`config.mk`:
```
export PLATFORM = sky130hd
export DESIGN_NAME = alloc_cmdq
export DESIGN_NICKNAME = d
export VERILOG_FILES = /design/src/rtl/alloc_cmdq.sv
export SDC_FILE = /design/constraint.sdc
export NUM_CORES = 1
export LEC_CHECK = 0
export CAP_MARGIN = 15
export CORE_ASPECT_RATIO = 1.2
export CORE_MARGIN = 2
export CORE_UTILIZATION = 56
export CTS_CLUSTER_DIAMETER = 30
export DETAILED_ROUTE_END_ITERATION = 8
export PLACE_DENSITY = 0.85
export SLEW_MARGIN = 40
export SYNTH_ARGS = -nofsm -noshare
export SYNTH_HDL_FRONTEND = slang
export SYNTH_SLANG_ARGS = --single-unit
```
`constraint.sdc`:
```
create_clock -name i_clk -period 6.4 [get_ports i_clk]
set_input_delay 1.28 -clock i_clk [delete_from_list [all_inputs] [get_ports i_clk]]
set_output_delay 1.28 -clock i_clk [all_outputs]
set_load 0.02 [all_outputs]
```
`src/rtl/alloc_cmdq.sv`:
```
// Command queue front-end for a memory allocator and RAM: buffers commands, issues one at a time, returns responses.
// Optional macro ALLOC_CMDQ_WR_ACK_EN: when defined, free/write commands also return a (zero-data) response.
module alloc_cmdq #(
  parameter int unsigned DEPTH_LOG2 = 2,
  parameter int unsigned RD_LAT     = 1
) (
  input  logic        i_clk,
  input  logic        i_rst_n,
  input  logic        i_cmd_valid,
  output logic        o_cmd_ready,
  input  logic [1:0]  i_cmd_op,
  input  logic [15:0] i_cmd_addr,
  input  logic [15:0] i_cmd_data,
  output logic        o_alloc,
  output logic [15:0] o_data,
  input  logic [15:0] i_alloc_addr,
  output logic        o_free,
  output logic [15:0] o_addr,
  output logic        o_rd,
  output logic [7:0]  o_raddr,
  input  logic [15:0] i_rdata,
  output logic        o_wr,
  output logic [7:0]  o_waddr,
  output logic [15:0] o_wdata,
  input  logic        i_err,
  output logic        o_rsp_valid,
  input  logic        i_rsp_ready,
  output logic [15:0] o_rsp_data,
  output logic        o_rsp_err
);

  localparam int unsigned            DEPTH    = 2 ** DEPTH_LOG2;
  localparam logic [DEPTH_LOG2:0]    FULL_CNT = (DEPTH_LOG2 + 1)'(DEPTH);
  localparam logic [2:0]             LAT_INIT = 3'(RD_LAT - 1);
`ifdef ALLOC_CMDQ_WR_ACK_EN
  localparam logic                   WR_ACK   = 1'b1;
`else
  localparam logic                   WR_ACK   = 1'b0;
`endif

  typedef enum logic [1:0] {
    OP_ALLOC = 2'b00,
    OP_FREE  = 2'b01,
    OP_READ  = 2'b10,
    OP_WRITE = 2'b11
  } op_t;

  typedef enum logic [1:0] {
    ST_IDLE,
    ST_ISSUE,
    ST_WAIT,
    ST_RESP
  } state_t;

  logic [33:0]           mem_q [DEPTH];
  logic [DEPTH_LOG2-1:0] wr_ptr_q, rd_ptr_q;
  logic [DEPTH_LOG2:0]   cnt_q;
  logic                  full, empty, push, pop;
  logic [33:0]           head;

  state_t                state_q;
  op_t                   op_q;
  logic [15:0]           addr_q, data_q;
  logic [2:0]            lat_q;
  logic                  rsp_valid_q, rsp_err_q;
  logic [15:0]           rsp_data_q;

  assign full        = (cnt_q == FULL_CNT);
  assign empty       = (cnt_q == '0);
  assign o_cmd_ready = ~full;
  assign push        = i_cmd_valid & ~full;
  assign pop         = (state_q == ST_IDLE) & ~empty;
  assign head        = mem_q[rd_ptr_q];

  always_ff @(posedge i_clk) begin
    if (push) begin
      mem_q[wr_ptr_q] <= {i_cmd_op, i_cmd_addr, i_cmd_data};
    end
  end

  always_ff @(posedge i_clk or negedge i_rst_n) begin
    if (!i_rst_n) begin
      wr_ptr_q <= '0;
      rd_ptr_q <= '0;
      cnt_q    <= '0;
    end else begin
      if (push) wr_ptr_q <= wr_ptr_q + 1'b1;
      if (pop)  rd_ptr_q <= rd_ptr_q + 1'b1;
      unique case ({push, pop})
        2'b10:   cnt_q <= cnt_q + 1'b1;
        2'b01:   cnt_q <= cnt_q - 1'b1;
        default: cnt_q <= cnt_q;
      endcase
    end
  end

  // Responses are captured on the last WAIT edge, RD_LAT cycles after the strobe cycle.
  always_ff @(posedge i_clk or negedge i_rst_n) begin
    if (!i_rst_n) begin
      state_q     <= ST_IDLE;
      op_q        <= OP_ALLOC;
      addr_q      <= '0;
      data_q      <= '0;
      lat_q       <= '0;
      rsp_valid_q <= 1'b0;
      rsp_data_q  <= '0;
      rsp_err_q   <= 1'b0;
    end else begin
      unique case (state_q)
        ST_IDLE: begin
          if (!empty) begin
            op_q    <= op_t'(head[33:32]);
            addr_q  <= head[31:16];
            data_q  <= head[15:0];
            state_q <= ST_ISSUE;
          end
        end
        ST_ISSUE: begin
          lat_q   <= LAT_INIT;
          state_q <= ST_WAIT;
        end
        ST_WAIT: begin
          if (lat_q != '0) begin
            lat_q <= lat_q - 1'b1;
          end else if ((op_q == OP_ALLOC) || (op_q == OP_READ) || WR_ACK) begin
            rsp_valid_q <= 1'b1;
            rsp_err_q   <= i_err;
            unique case (op_q)
              OP_ALLOC: rsp_data_q <= i_alloc_addr;
              OP_READ:  rsp_data_q <= i_rdata;
              default:  rsp_data_q <= '0;
            endcase
            state_q <= ST_RESP;
          end else begin
            state_q <= ST_IDLE;
          end
        end
        ST_RESP: begin
          if (i_rsp_ready) begin
            rsp_valid_q <= 1'b0;
            state_q     <= ST_IDLE;
          end
        end
        default: state_q <= ST_IDLE;
      endcase
    end
  end

  assign o_alloc     = (state_q == ST_ISSUE) && (op_q == OP_ALLOC);
  assign o_free      = (state_q == ST_ISSUE) && (op_q == OP_FREE);
  assign o_rd        = (state_q == ST_ISSUE) && (op_q == OP_READ);
  assign o_wr        = (state_q == ST_ISSUE) && (op_q == OP_WRITE);
  assign o_data      = data_q;
  assign o_addr      = addr_q;
  assign o_raddr     = addr_q[7:0];
  assign o_waddr     = addr_q[7:0];
  assign o_wdata     = data_q;
  assign o_rsp_valid = rsp_valid_q;
  assign o_rsp_data  = rsp_data_q;
  assign o_rsp_err   = rsp_err_q;

endmodule

```
==> results.py <==
metrics = {
    "run_status": {
        "status": "complete, no violations",
    },
    "yosys": {
        "synth_most_common_cell": "edfxtp_1",
        "synth_edf_count": 136,
        "synth_xor_area_frac": 0.006466,
        "synth_compound_area_frac": 0.03556,
        "synthesis.nets": 588,
        "synth_seq_cells": 200,
        "synthAdderAreaFrac": 0.01324,
        "synth_commonest_cells": "edfxtp_1 (136), nand2_1 (120), dfrtp_1 (64)",
        "synth_seq_area_share": 0.6995,
        "syn_avg_cell_area_um2": 15.97,
        "synth_simple_gate_area_frac": 0.07050,
        "muxShareOfSynthArea": 0.1179,
        "synth.largest_area_cell": "edfxtp_1",
        "syn_inst": 509,
        "ys.flop_type": "edfxtp_1",
        "synth_top_area_frac": 0.5025,
        "async_flop_share": 0.3200,
        "synth_top_family_by_area": "multiplexers",
        "ys_top_cells_by_area": "edfxtp_1 (50%), dfrtp_1 (20%), mux4_2 (9.4%)",
        "yosys_warnings": 0,
        "synth_area_um2": 8128,
        "synth_cell_types": 40,
    },
    "sta": {
        "rsz0062_at_grt": "no",
        "setup_violations": 0,
        "layout_setup_ws_ns": 2.945,
        "worst_pin_slew_ns": 0.7594,
        "drv_slew": 0,
        "fmax_mhz": 289.4,
        "whs_ns": 0.4781,
        "fin_tns_setup_ns": 0,
        "hold_viol": 0,
        "slew_headroom": 0.4937,
        "fin_crit_ns": 3.455,
        "min_period_over_period": 0.5398,
        "fin_skew_ns": 0.01862,
    },
    "power_and_ir_drop": {
        "peakVddDrop_mv": 0.2656,
        "power_density_nw_per_um2": 503.3,
        "power_mw": 5.104,
        "p_leak_nw": 3.839,
    },
    "cts": {
        "post-cts-setup-buffers": 0,
        "clkLatencyLatePin_ns": 0.43,
        "cts_buffers": 17,
        "cts-root-buf": "clkbuf_16",
        "cts-htree-levels": 4,
        "cts_buffer_depth": 2,
        "clkSinkCount": 200,
        "cts.reportedPaths.clkPinSlew_ns": 0.08,
        "cts_tree": "built",
        "cts_hold_buf": 0,
        "cts_resized": 0,
    },
    "floorplanning": {
        "die_width_um": 114.0,
        "io_pins": 158,
        "initial_utilization": 0.5686,
        "die_y_um": 136.0,
        "dieArea_um2": 15500,
        "fp.coreArea_um2": 14290,
        "rows": 48,
    },
    "placement": {
        "place_area_um2": 9539,
        "place_hpwl_um": 10190,
        "routabilityCongestion": 0.7223,
        "place_ws_ns": 3.029,
        "numPortBuffers": 157,
    },
    "route": {
        "via_per_inst": 5.612,
        "wl_per_cell_um": 20.36,
        "dr.pass1.iters": 4,
        "dr_total_vias": 4585,
        "drt-total-wl_um": 16630,
        "drt-initial-drc-count": 288,
        "drc": 0,
        "drtAntennaViolNets": 0,
    },
    "critical_path": {
        "cp-startpoint": "op_q[0]",
        "crit_arrival_ns": 2.17,
        "r2r-start": "cnt_q[0]",
        "cp-end-kind": "primary output",
        "worst-r2r-cell-count": 9,
        "r2r_slack_ns": 3.20,
        "endpoint": "o_free",
        "start_kind": "register",
        "r2r-end": "cnt_q[2]",
        "path_class": "reg2out",
        "path_max_fanout": 22,
        "crit_required_ns": 5.12,
    },
    "min_path": {
        "hp-class": "reg2reg",
        "hp-start": "o_addr[12]",
    },
    "finish": {
        "area_delta_synth_final_pct": 24.77,
        "nets": 708,
        "num_antenna_cells": 0,
        "drive_above_1_share": 0.1449,
        "stdcell_area_um2": 10140,
    },
    "flow_run": {
        "max_cap_violations": 0,
    },
    "grt": {
        "grt_overflow_total": 0,
        "grt_pass1_vias": 4855,
        "grt_pass1_wl_um": 25360,
        "grt_use_total": 0.2211,
        "grt_start_max_net_pins": 65,
        "antenna_found_initial": 0,
    },
}
[routing by layer]
layer	up-vias	global-route usage	part of all wire
met4	0	0.09350	0.018
met1	2317	0.2595	0.37
li1	2057	-	-
met2	197	0.3925	0.54
met3	14	0.04949	0.071
met5	-	0	0
[metrics by stage]
stage | utilization | cells
6_report | 0.7095 | 817
4_1_cts | 0.7089 | 817
3_3_place_gp | 0.6663 | 785
2_1_floorplan | - | 509
3_5_place_dp | 0.6674 | 785
5_1_grt | 0.7095 | 817
[how the worst min path moves through the flow]
stage | endpoint | slack, ns | cells past startpoint
finish | o_addr[12] | 0.48 | 2
global route | o_addr[11] | 0.50 | 2
CTS | o_addr[12] | 0.48 | 2
detailed placement | o_addr[12] | 0.46 | 2
global placement | o_rsp_data[0] | 0.47 | 2
floorplan | cnt_q[2] | 0.46 | 1
[power breakdown]
group,internal (mW),switching (mW)
Combinational,0.920,1.02
Clock,0.591,0.486
Sequential,1.77,0.313
[flip-flops by register name, indices dropped and copies added (netlist names), 3 cells and up]
| signal | count |
|---|---|
| mem_q | 136 |
| o_rsp_data | 16 |
| o_addr | 16 |
| lat_q | 3 |
| cnt_q | 3 |
| o_data | 16 |
[worst max-delay path: stages (launching register included)]
cell	delay (ns)
dfrtp_2	0.68
inv_1	0.19
nor3b_1	0.24
clkdlybuf4s50_1	0.65
[layout by cell type (no fill, tap or decap), drive strengths merged]
cell type      count
a21boi             1
a21o               1
a21oi              4
a2bb2oi            1
a31oi              1
and2               1
and2b              1
and3               6
buf                3
bufinv             2
clkbuf            19
clkdlybuf4s50    156
clkinv             4
clkinvlp           1
dfrtp             64
edfxtp           136
fa                 1
ha                 7
inv               18
mux2               2
mux2i             17
mux4              34
nand2            120
nand2b             2
nand3              1
nor2               1
nor2b              1
nor3               2
nor3b              2
nor4               1
o211ai             1
o21ai              4
o22a               1
o22ai              2
o31ai             16
or3                2
xnor2              4
xor2               2
[cells by family (layout without fill, tap and decap cells)]
family | count (synthesis) | count (layout)
fa+ha+maj | 8 | 8
buf+inv | 70 | 203
flops | 200 | 200
xor+xnor | 6 | 6
mux | 53 | 53
simple gates | 140 | 140
compound gates | 32 | 32
[layout make-up]
cell class / count / area (um2)
sequential: 200 / 5693
fill: 892 / 4153
multi-input combinational: 239 / 2002
timing repair buffer: 159 / 1588
clock buffer: 19 / 432.9
tap: 175 / 219.0
clock inverter: 13 / 160.2
inverter: 12 / 46.29
Note: power is estimated with default switching activity, not from simulation.
